$ cat src/rtl/delayed_network_source_pkg.sv
// Shared opcode encoding, instruction field width helpers and charge saturation
// for the delayed network source front end.
package source_sched_config;

  localparam int unsigned NET_NUM_INP      = 4;
  localparam int unsigned NET_CHARGE_WIDTH = 8;

  localparam int unsigned NUM_OPCODES = 5;
  localparam int unsigned OPC_WIDTH   = $clog2(NUM_OPCODES);

  typedef enum logic [OPC_WIDTH-1:0] {
    NOP,
    RUN,
    SPK,
    CLR,
    NUM_OPS
  } opcode_t;

  function automatic int unsigned idx_w(input int unsigned num_inp);
    return (num_inp > 1) ? $clog2(num_inp) : 1;
  endfunction

  function automatic int unsigned dly_w(input int unsigned depth);
    return (depth > 1) ? $clog2(depth) : 1;
  endfunction

  // Payload below the opcode: wide enough for a RUN count or a full SPK tuple.
  function automatic int unsigned pay_w(input int unsigned num_inp, input int unsigned depth,
                                        input int unsigned cw, input int unsigned run_w);
    int unsigned spk_w;
    spk_w = idx_w(num_inp) + dly_w(depth) + cw;
    return (run_w > spk_w) ? run_w : spk_w;
  endfunction

  function automatic int unsigned src_w(input int unsigned num_inp, input int unsigned depth,
                                        input int unsigned cw, input int unsigned run_w);
    return OPC_WIDTH + pay_w(num_inp, depth, cw, run_w);
  endfunction

  // Signed add clamped to the range of a cw-bit two's complement charge.
  function automatic int sat_add(input int a, input int b, input int unsigned cw);
    int sum;
    int hi;
    int lo;
    sum = a + b;
    hi  = (1 << (cw - 1)) - 1;
    lo  = -hi - 1;
    if (sum > hi) return hi;
    if (sum < lo) return lo;
    return sum;
  endfunction

endpackage

$ cat src/rtl/delayed_network_source_ring.sv
// Ring of future input frames: head frame is presented, cleared on consume,
// and one charge write per cycle lands relative to the post-advance head.
module spike_delay_ring
  import source_sched_config::*;
#(
  parameter int unsigned NUM_INP      = NET_NUM_INP,
  parameter int unsigned CHARGE_WIDTH = NET_CHARGE_WIDTH,
  parameter int unsigned DEPTH        = 8,
  parameter int unsigned ACCUMULATE   = 1
) (
  input  logic                                   clk,
  input  logic                                   arstn,
  input  logic                                   clr_i,
  input  logic                                   consume_i,
  input  logic                                   wr_en_i,
  input  logic [idx_w(NUM_INP)-1:0]              wr_idx_i,
  input  logic [dly_w(DEPTH)-1:0]                wr_dly_i,
  input  logic [CHARGE_WIDTH-1:0]                wr_val_i,
  output logic [NUM_INP-1:0][CHARGE_WIDTH-1:0]   frame_c_o
);

  localparam int unsigned DLY_W = dly_w(DEPTH);
  localparam int unsigned SUM_W = DLY_W + 1;

  typedef logic [NUM_INP-1:0][CHARGE_WIDTH-1:0] frame_t;

  frame_t [DEPTH-1:0] slots_q;
  frame_t [DEPTH-1:0] slots_d;
  logic   [DLY_W-1:0] head_q;
  logic   [DLY_W-1:0] head_d;
  logic   [DLY_W-1:0] head_eff;
  logic   [DLY_W-1:0] tgt;
  logic   [SUM_W-1:0] tgt_sum;

  // Head after any same-cycle advance, and the write slot relative to it.
  always_comb begin
    head_eff = head_q;
    if (consume_i) begin
      head_eff = (32'(head_q) == DEPTH - 1) ? '0 : head_q + 1'b1;
    end
    tgt_sum = {1'b0, head_eff} + {1'b0, wr_dly_i};
    if (32'(tgt_sum) >= DEPTH) begin
      tgt_sum = tgt_sum - SUM_W'(DEPTH);
    end
    tgt = tgt_sum[DLY_W-1:0];
  end

  // Consume clears first so a write into the vacated slot starts from zero.
  always_comb begin
    slots_d = slots_q;
    head_d  = head_eff;
    if (consume_i) begin
      slots_d[head_q] = '0;
    end
    if (wr_en_i) begin
      if (ACCUMULATE != 0) begin
        slots_d[tgt][wr_idx_i] = CHARGE_WIDTH'(sat_add(int'($signed(slots_d[tgt][wr_idx_i])),
                                                       int'($signed(wr_val_i)), CHARGE_WIDTH));
      end else begin
        slots_d[tgt][wr_idx_i] = wr_val_i;
      end
    end
    if (clr_i) begin
      slots_d = '0;
      head_d  = '0;
    end
  end

  always_ff @(posedge clk or negedge arstn) begin
    if (!arstn) begin
      slots_q <= '0;
      head_q  <= '0;
    end else begin
      slots_q <= slots_d;
      head_q  <= head_d;
    end
  end

  assign frame_c_o = slots_q[head_q];

endmodule

$ cat src/rtl/delayed_network_source.sv
// Dispatch-stream front end: decodes NOP/RUN/SPK/CLR, schedules spike charges
// into a delay ring and steps the network one frame per consumed cycle.
module delayed_network_source
  import source_sched_config::*;
#(
  parameter int unsigned NUM_INP      = NET_NUM_INP,
  parameter int unsigned CHARGE_WIDTH = NET_CHARGE_WIDTH,
  parameter int unsigned RUN_WIDTH    = 16,
  parameter int unsigned DEPTH        = 8,
  parameter int unsigned ACCUMULATE   = 1
) (
  input  logic                                                     clk,
  input  logic                                                     arstn,
  input  logic                                                     src_valid,
  output logic                                                     src_ready,
  input  logic [src_w(NUM_INP, DEPTH, CHARGE_WIDTH, RUN_WIDTH)-1:0] src,
  input  logic                                                     net_ready,
  output logic                                                     net_valid,
  output logic                                                     net_arstn,
  output logic [NUM_INP-1:0][CHARGE_WIDTH-1:0]                     net_inp,
  output logic                                                     err
);

  localparam int unsigned IDX_W     = idx_w(NUM_INP);
  localparam int unsigned DLY_W     = dly_w(DEPTH);
  localparam int unsigned PAY_W     = pay_w(NUM_INP, DEPTH, CHARGE_WIDTH, RUN_WIDTH);
  localparam int unsigned SRC_WIDTH = src_w(NUM_INP, DEPTH, CHARGE_WIDTH, RUN_WIDTH);

  logic [OPC_WIDTH-1:0]    opc;
  logic [RUN_WIDTH-1:0]    run_cnt;
  logic [IDX_W-1:0]        spk_idx;
  logic [DLY_W-1:0]        spk_dly;
  logic [CHARGE_WIDTH-1:0] spk_val;
  logic                    spk_ok;

  logic [RUN_WIDTH-1:0]    run_q;
  logic [RUN_WIDTH-1:0]    run_d;
  logic                    err_q;
  logic                    err_d;
  logic                    net_arstn_q;
  logic                    net_arstn_d;

  logic                    accept;
  logic                    consume;
  logic                    is_run;
  logic                    is_spk;
  logic                    is_clr;

  // Fields are packed MSB-first directly under the opcode.
  assign opc     = src[SRC_WIDTH-1 -: OPC_WIDTH];
  assign run_cnt = src[PAY_W-1 -: RUN_WIDTH];
  assign spk_idx = src[PAY_W-1 -: IDX_W];
  assign spk_dly = src[PAY_W-1-IDX_W -: DLY_W];
  assign spk_val = src[PAY_W-1-IDX_W-DLY_W -: CHARGE_WIDTH];
  assign spk_ok  = (32'(spk_idx) < NUM_INP) && (32'(spk_dly) < DEPTH);

  assign net_valid = (run_q != '0);
  assign consume   = net_valid & net_ready;
  assign src_ready = (run_q == '0) | ((run_q == RUN_WIDTH'(1)) & net_ready);
  assign accept    = src_valid & src_ready;

  always_comb begin
    is_run = 1'b0;
    is_spk = 1'b0;
    is_clr = 1'b0;
    if (accept) begin
      case (opc)
        RUN:     is_run = 1'b1;
        SPK:     is_spk = 1'b1;
        CLR:     is_clr = 1'b1;
        default: ;
      endcase
    end
  end

  // A RUN landing on the final consume overrides the decrement: no bubble.
  always_comb begin
    run_d       = run_q;
    err_d       = err_q;
    net_arstn_d = ~is_clr;
    if (consume) begin
      run_d = run_q - 1'b1;
    end
    if (is_run) begin
      run_d = (run_cnt == '0) ? RUN_WIDTH'(1) : run_cnt;
    end
    if (is_spk && !spk_ok) begin
      err_d = 1'b1;
    end
    if (is_clr) begin
      run_d = '0;
      err_d = 1'b0;
    end
  end

  always_ff @(posedge clk or negedge arstn) begin
    if (!arstn) begin
      run_q       <= '0;
      err_q       <= 1'b0;
      net_arstn_q <= 1'b0;
    end else begin
      run_q       <= run_d;
      err_q       <= err_d;
      net_arstn_q <= net_arstn_d;
    end
  end

  spike_delay_ring #(
    .NUM_INP      (NUM_INP),
    .CHARGE_WIDTH (CHARGE_WIDTH),
    .DEPTH        (DEPTH),
    .ACCUMULATE   (ACCUMULATE)
  ) u_ring (
    .clk       (clk),
    .arstn     (arstn),
    .clr_i     (is_clr),
    .consume_i (consume),
    .wr_en_i   (is_spk & spk_ok),
    .wr_idx_i  (spk_idx),
    .wr_dly_i  (spk_dly),
    .wr_val_i  (spk_val),
    .frame_c_o (net_inp)
  );

  assign err       = err_q;
  assign net_arstn = net_arstn_q;

endmodule

$ cat config.mk
export PLATFORM = sky130hd
export DESIGN_NAME = delayed_network_source
export DESIGN_NICKNAME = d
export VERILOG_FILES = /design/src/rtl/delayed_network_source_pkg.sv /design/src/rtl/delayed_network_source_ring.sv /design/src/rtl/delayed_network_source.sv
export SDC_FILE = /design/constraint.sdc
export NUM_CORES = 1
export LEC_CHECK = 0
export BUFFER_PORTS_ARGS = -buffer_cell sky130_fd_sc_hd__buf_2
export CAP_MARGIN = 40
export CELL_PAD_IN_SITES_DETAIL_PLACEMENT = 1
export CELL_PAD_IN_SITES_GLOBAL_PLACEMENT = 1
export CORE_MARGIN = 4
export CORE_UTILIZATION = 25
export CTS_BUF_LIST = sky130_fd_sc_hd__clkbuf_4
export CTS_CLUSTER_SIZE = 28
export DETAILED_ROUTE_END_ITERATION = 8
export PLACE_DENSITY = 0.55
export SETUP_SLACK_MARGIN = 0.2
export SLEW_MARGIN = 20
export SYNTH_ARGS = -nofsm -noshare
export SYNTH_HDL_FRONTEND = slang
export SYNTH_HIERARCHICAL = 1
export SYNTH_SLANG_ARGS = --single-unit
$ cat constraint.sdc
create_clock -name clk -period 6.3 [get_ports clk]
set_input_delay 1.26 -clock clk [delete_from_list [all_inputs] [get_ports clk]]
set_output_delay 1.26 -clock clk [all_outputs]
set_load 0.01 [all_outputs]
==> impl_metrics.ini <==
[timing]
setup_viol = 0
hold_violations = 0
worst_clock_skew_ns = 0.0466
fin_crit_ns = 6.01
worstMarginPinSlew_ns = 0.881
slew_headroom_pct = 41.3
worst_slack_ns = 0.292
max_freq_mhz = 166
slew_viol_final = 0
rsz0062_at_grt = no
finalCritPeriodShare_pct = 95.4

[die]
die_width_um = 262
dieHeight_um = 262
dieArea_um2 = 68800
core-area_um2 = 63500
io_pins = 59
initial_core_util_pct = 25.4
rows = 92

[placed_design]
place_congestion = 0.921
hpwlAfterDp_um = 54100
port_buffers = 57
place_area_um2 = 19100
pre_cts_ws_ns = -0.589
dp_cells = 2439

[clocking]
numCtsBuffers = 82
cts_buffer_depth = 3
hold_buffers = 0
cts_tree = built
clk-insertion-delay-late_ns = 0.86
clock_sinks = 276
clkTransAtPathRegs_ns = 0.06
root_buffer = clkbuf_4
h-tree-depth = 3

[critical_path]
startpoint_type = register
rr_worst_depth = 27
required_ns = 7.06
cp.arrival_ns = 6.77
crit_path_max_fanout = 7
criticalPathCategory = reg2reg
endpoint_kind = register

[route]
drtIter0Drc = 1850
drtAntennaViolNets = 0
drc_errors = 0
totalWireLength_um = 78500
routed_via_density = 6.04
drtPass1Iterations = 5
dr_total_vias = 15800
wl_per_cell_um = 29.9

[global_route]
grt_max_degree = 98
grtUsageTotal_pct = 21.6
grt-ovfl-total = 0
grt_pass1_vias = 16200
grt_pass1_wl_um = 113000
antenna_found_initial = 4

[yosys]
ys_types = 85
syn_inst = 1452
yosysWarnings = 6
synth-seq-area-share_pct = 42.7
synth_ff_type = dfrtp_1
synth_edf_count = 0
async_reset_ff_share_pct = 100
syn_area_per_cell_um2 = 11.1
syn_nets = 1492
synth_seq_cells = 276
synth_area_um2 = 16200

[finish]
nNetsFinal = 1751
drive_above_1_share_pct = 39.1
final_cell_count_no_fill = 2624
post-route-util_pct = 33.4
finish.instance_area_um2 = 21200
area_delta_synth_final_pct = 31.2

[outcome]
status = finished clean

[run]
maxCapViolations = 0

[hold_path]
hp-class = in2async
[metrics by stage]
step	hold WS (ns)	TNS (ns)
floorplan	0.480	0
detailed placement	0.504	-125.04
global placement	0.493	-107.22
global route	0.417	0
CTS	0.424	0
finish	0.433	0
[worst max-delay path, stage by stage (launching register included)]
cell and delay [ns]:
dfrtp_1 0.41, nor4_4 0.39, nand3_2 0.16, o21ai_4 0.19
inv_2 0.07, mux2_4 0.31, ha_4 0.16, fa_2 0.70
buf_6 0.16, nand2b_4 0.07, nor2_4 0.11, buf_6 0.15
buf_4 0.16, a22oi_1 0.09, nand3_1 0.11, a21oi_1 0.12
o32ai_4 0.35, ha_2 0.27, inv_2 0.04, fa_2 0.33
nand3b_1 0.24, a31oi_4 0.26, o31a_1 0.26, a21oi_4 0.06
nor4_4 0.26, buf_6 0.17, clkbuf_16 0.16, a22o_1 0.14
[kinds of logic (layout without fill, tap and decap cells)]
kind of cell               count (synthesis)  after routing  synth area share (%)
DFF                                      276            276                  42.7
xor gates and xnor gates                  14             14                 0.805
muxes                                    104            104                  12.0
adders and majority gates                 17             17                  1.41
and+or+nand+nor                          362            362                  12.0
AOI/OAI and AO/OA                        524            524                  26.8
buffers and inverters                    154            477                  4.28
other                                      1              4                0.0232
[cell usage after synthesis, types with 9 or more instances]
library cell  number  area [um^2]
o21ai_1            9         45.0
nand3_1           61          305
a31oi_1           13         81.3
o21ai_0           24          120
a21oi_1           73          365
a311oi_1          18          158
inv_1              9         33.8
nand2_1           71          267
buf_2             43          215
a221oi_1          41          359
mux2_2            36          405
a22o_1            26          228
ha_1              15          188
clkbuf_1          83          312
a211oi_1          24          180
dfrtp_1          276         6910
nor2_1            82          308
nor3_1            41          205
o211ai_1          14          105
a22oi_1           43          323
buf_4             12         90.1
mux4_2            67         1510
a32o_1           199         1990
nand3b_1          18          135
nand2b_1           9         56.3
[layout by cell type (no fill, tap or decap), drive strengths merged, types with 6 or more instances in the layout]
cell type | Yosys | layout
nor3 | 49 | 49
clkinv | 0 | 19
xor2 | 6 | 6
o21ai | 35 | 35
inv | 9 | 11
a221o | 6 | 6
nand2 | 71 | 71
nand3b | 18 | 18
nor2b | 7 | 7
a22o | 26 | 26
nand3 | 61 | 61
dfrtp | 276 | 276
a22oi | 43 | 43
nand2b | 9 | 9
a221oi | 41 | 41
o211ai | 14 | 14
nor4 | 9 | 9
mux4 | 67 | 67
mux2 | 36 | 36
nor2 | 90 | 90
clkbuf | 83 | 130
xnor2 | 8 | 8
a31oi | 13 | 13
a311oi | 18 | 18
a211oi | 25 | 25
a32o | 199 | 199
and2 | 8 | 8
a21oi | 73 | 73
ha | 15 | 15
buf | 62 | 315
[routing by layer]
metal | GRT usage [%] | routed length, um
met4 | 7.19 | 2620
met5 | 0 | 27
met3 | 5.92 | 7630
met1 | 29.6 | 33000
met2 | 33.0 | 35300
[sequential cells by signal, indices dropped and copies added (netlist names)]
register,flops
u_ring/slots_q,256
run_q,16
u_ring/head_q,3
net_arstn,1
[final timing paths]
| kind | startpoint | endpoint | slack, ns |
|---|---|---|---|
| min | arstn | u_ring/slots_q[136] | 0.43 |
| max reg2reg | run_q[6] | u_ring/slots_q[235] | 0.29 |
| max | run_q[6] | u_ring/slots_q[235] | 0.29 |
| max in group asynchronous | arstn | u_ring/slots_q[22] | 4.72 |
| min reg2reg | u_ring/slots_q[82] | u_ring/slots_q[82] | 0.52 |
| min in group clk | u_ring/slots_q[82] | u_ring/slots_q[82] | 0.52 |
[final cells by class]
| type | count | area (um^2) |
|---|---|---|
| antenna | 3 | 7.51 |
| multi-input combinational | 1022 | 9330 |
| timing repair buffer | 320 | 2820 |
| clock buffer | 125 | 938 |
| sequential | 276 | 6920 |
| clock inverter | 23 | 104 |
| tap | 846 | 1060 |
| fill | 7061 | 42300 |
| inverter | 9 | 33.8 |
[timing repair]
| action | CTS | global route |
|---|---|---|
| setup buffers | 4 | 21 |
| gates resized for setup | 25 | 105 |
| cloned | 1 | 8 |
| pin swaps | 9 | 62 |
| setup endpoints to repair | 256 | 225 |
Power is left out: the tool's default activity adds up to more than one toggle a clock period on the data nets, which glitch-free logic cannot reach.
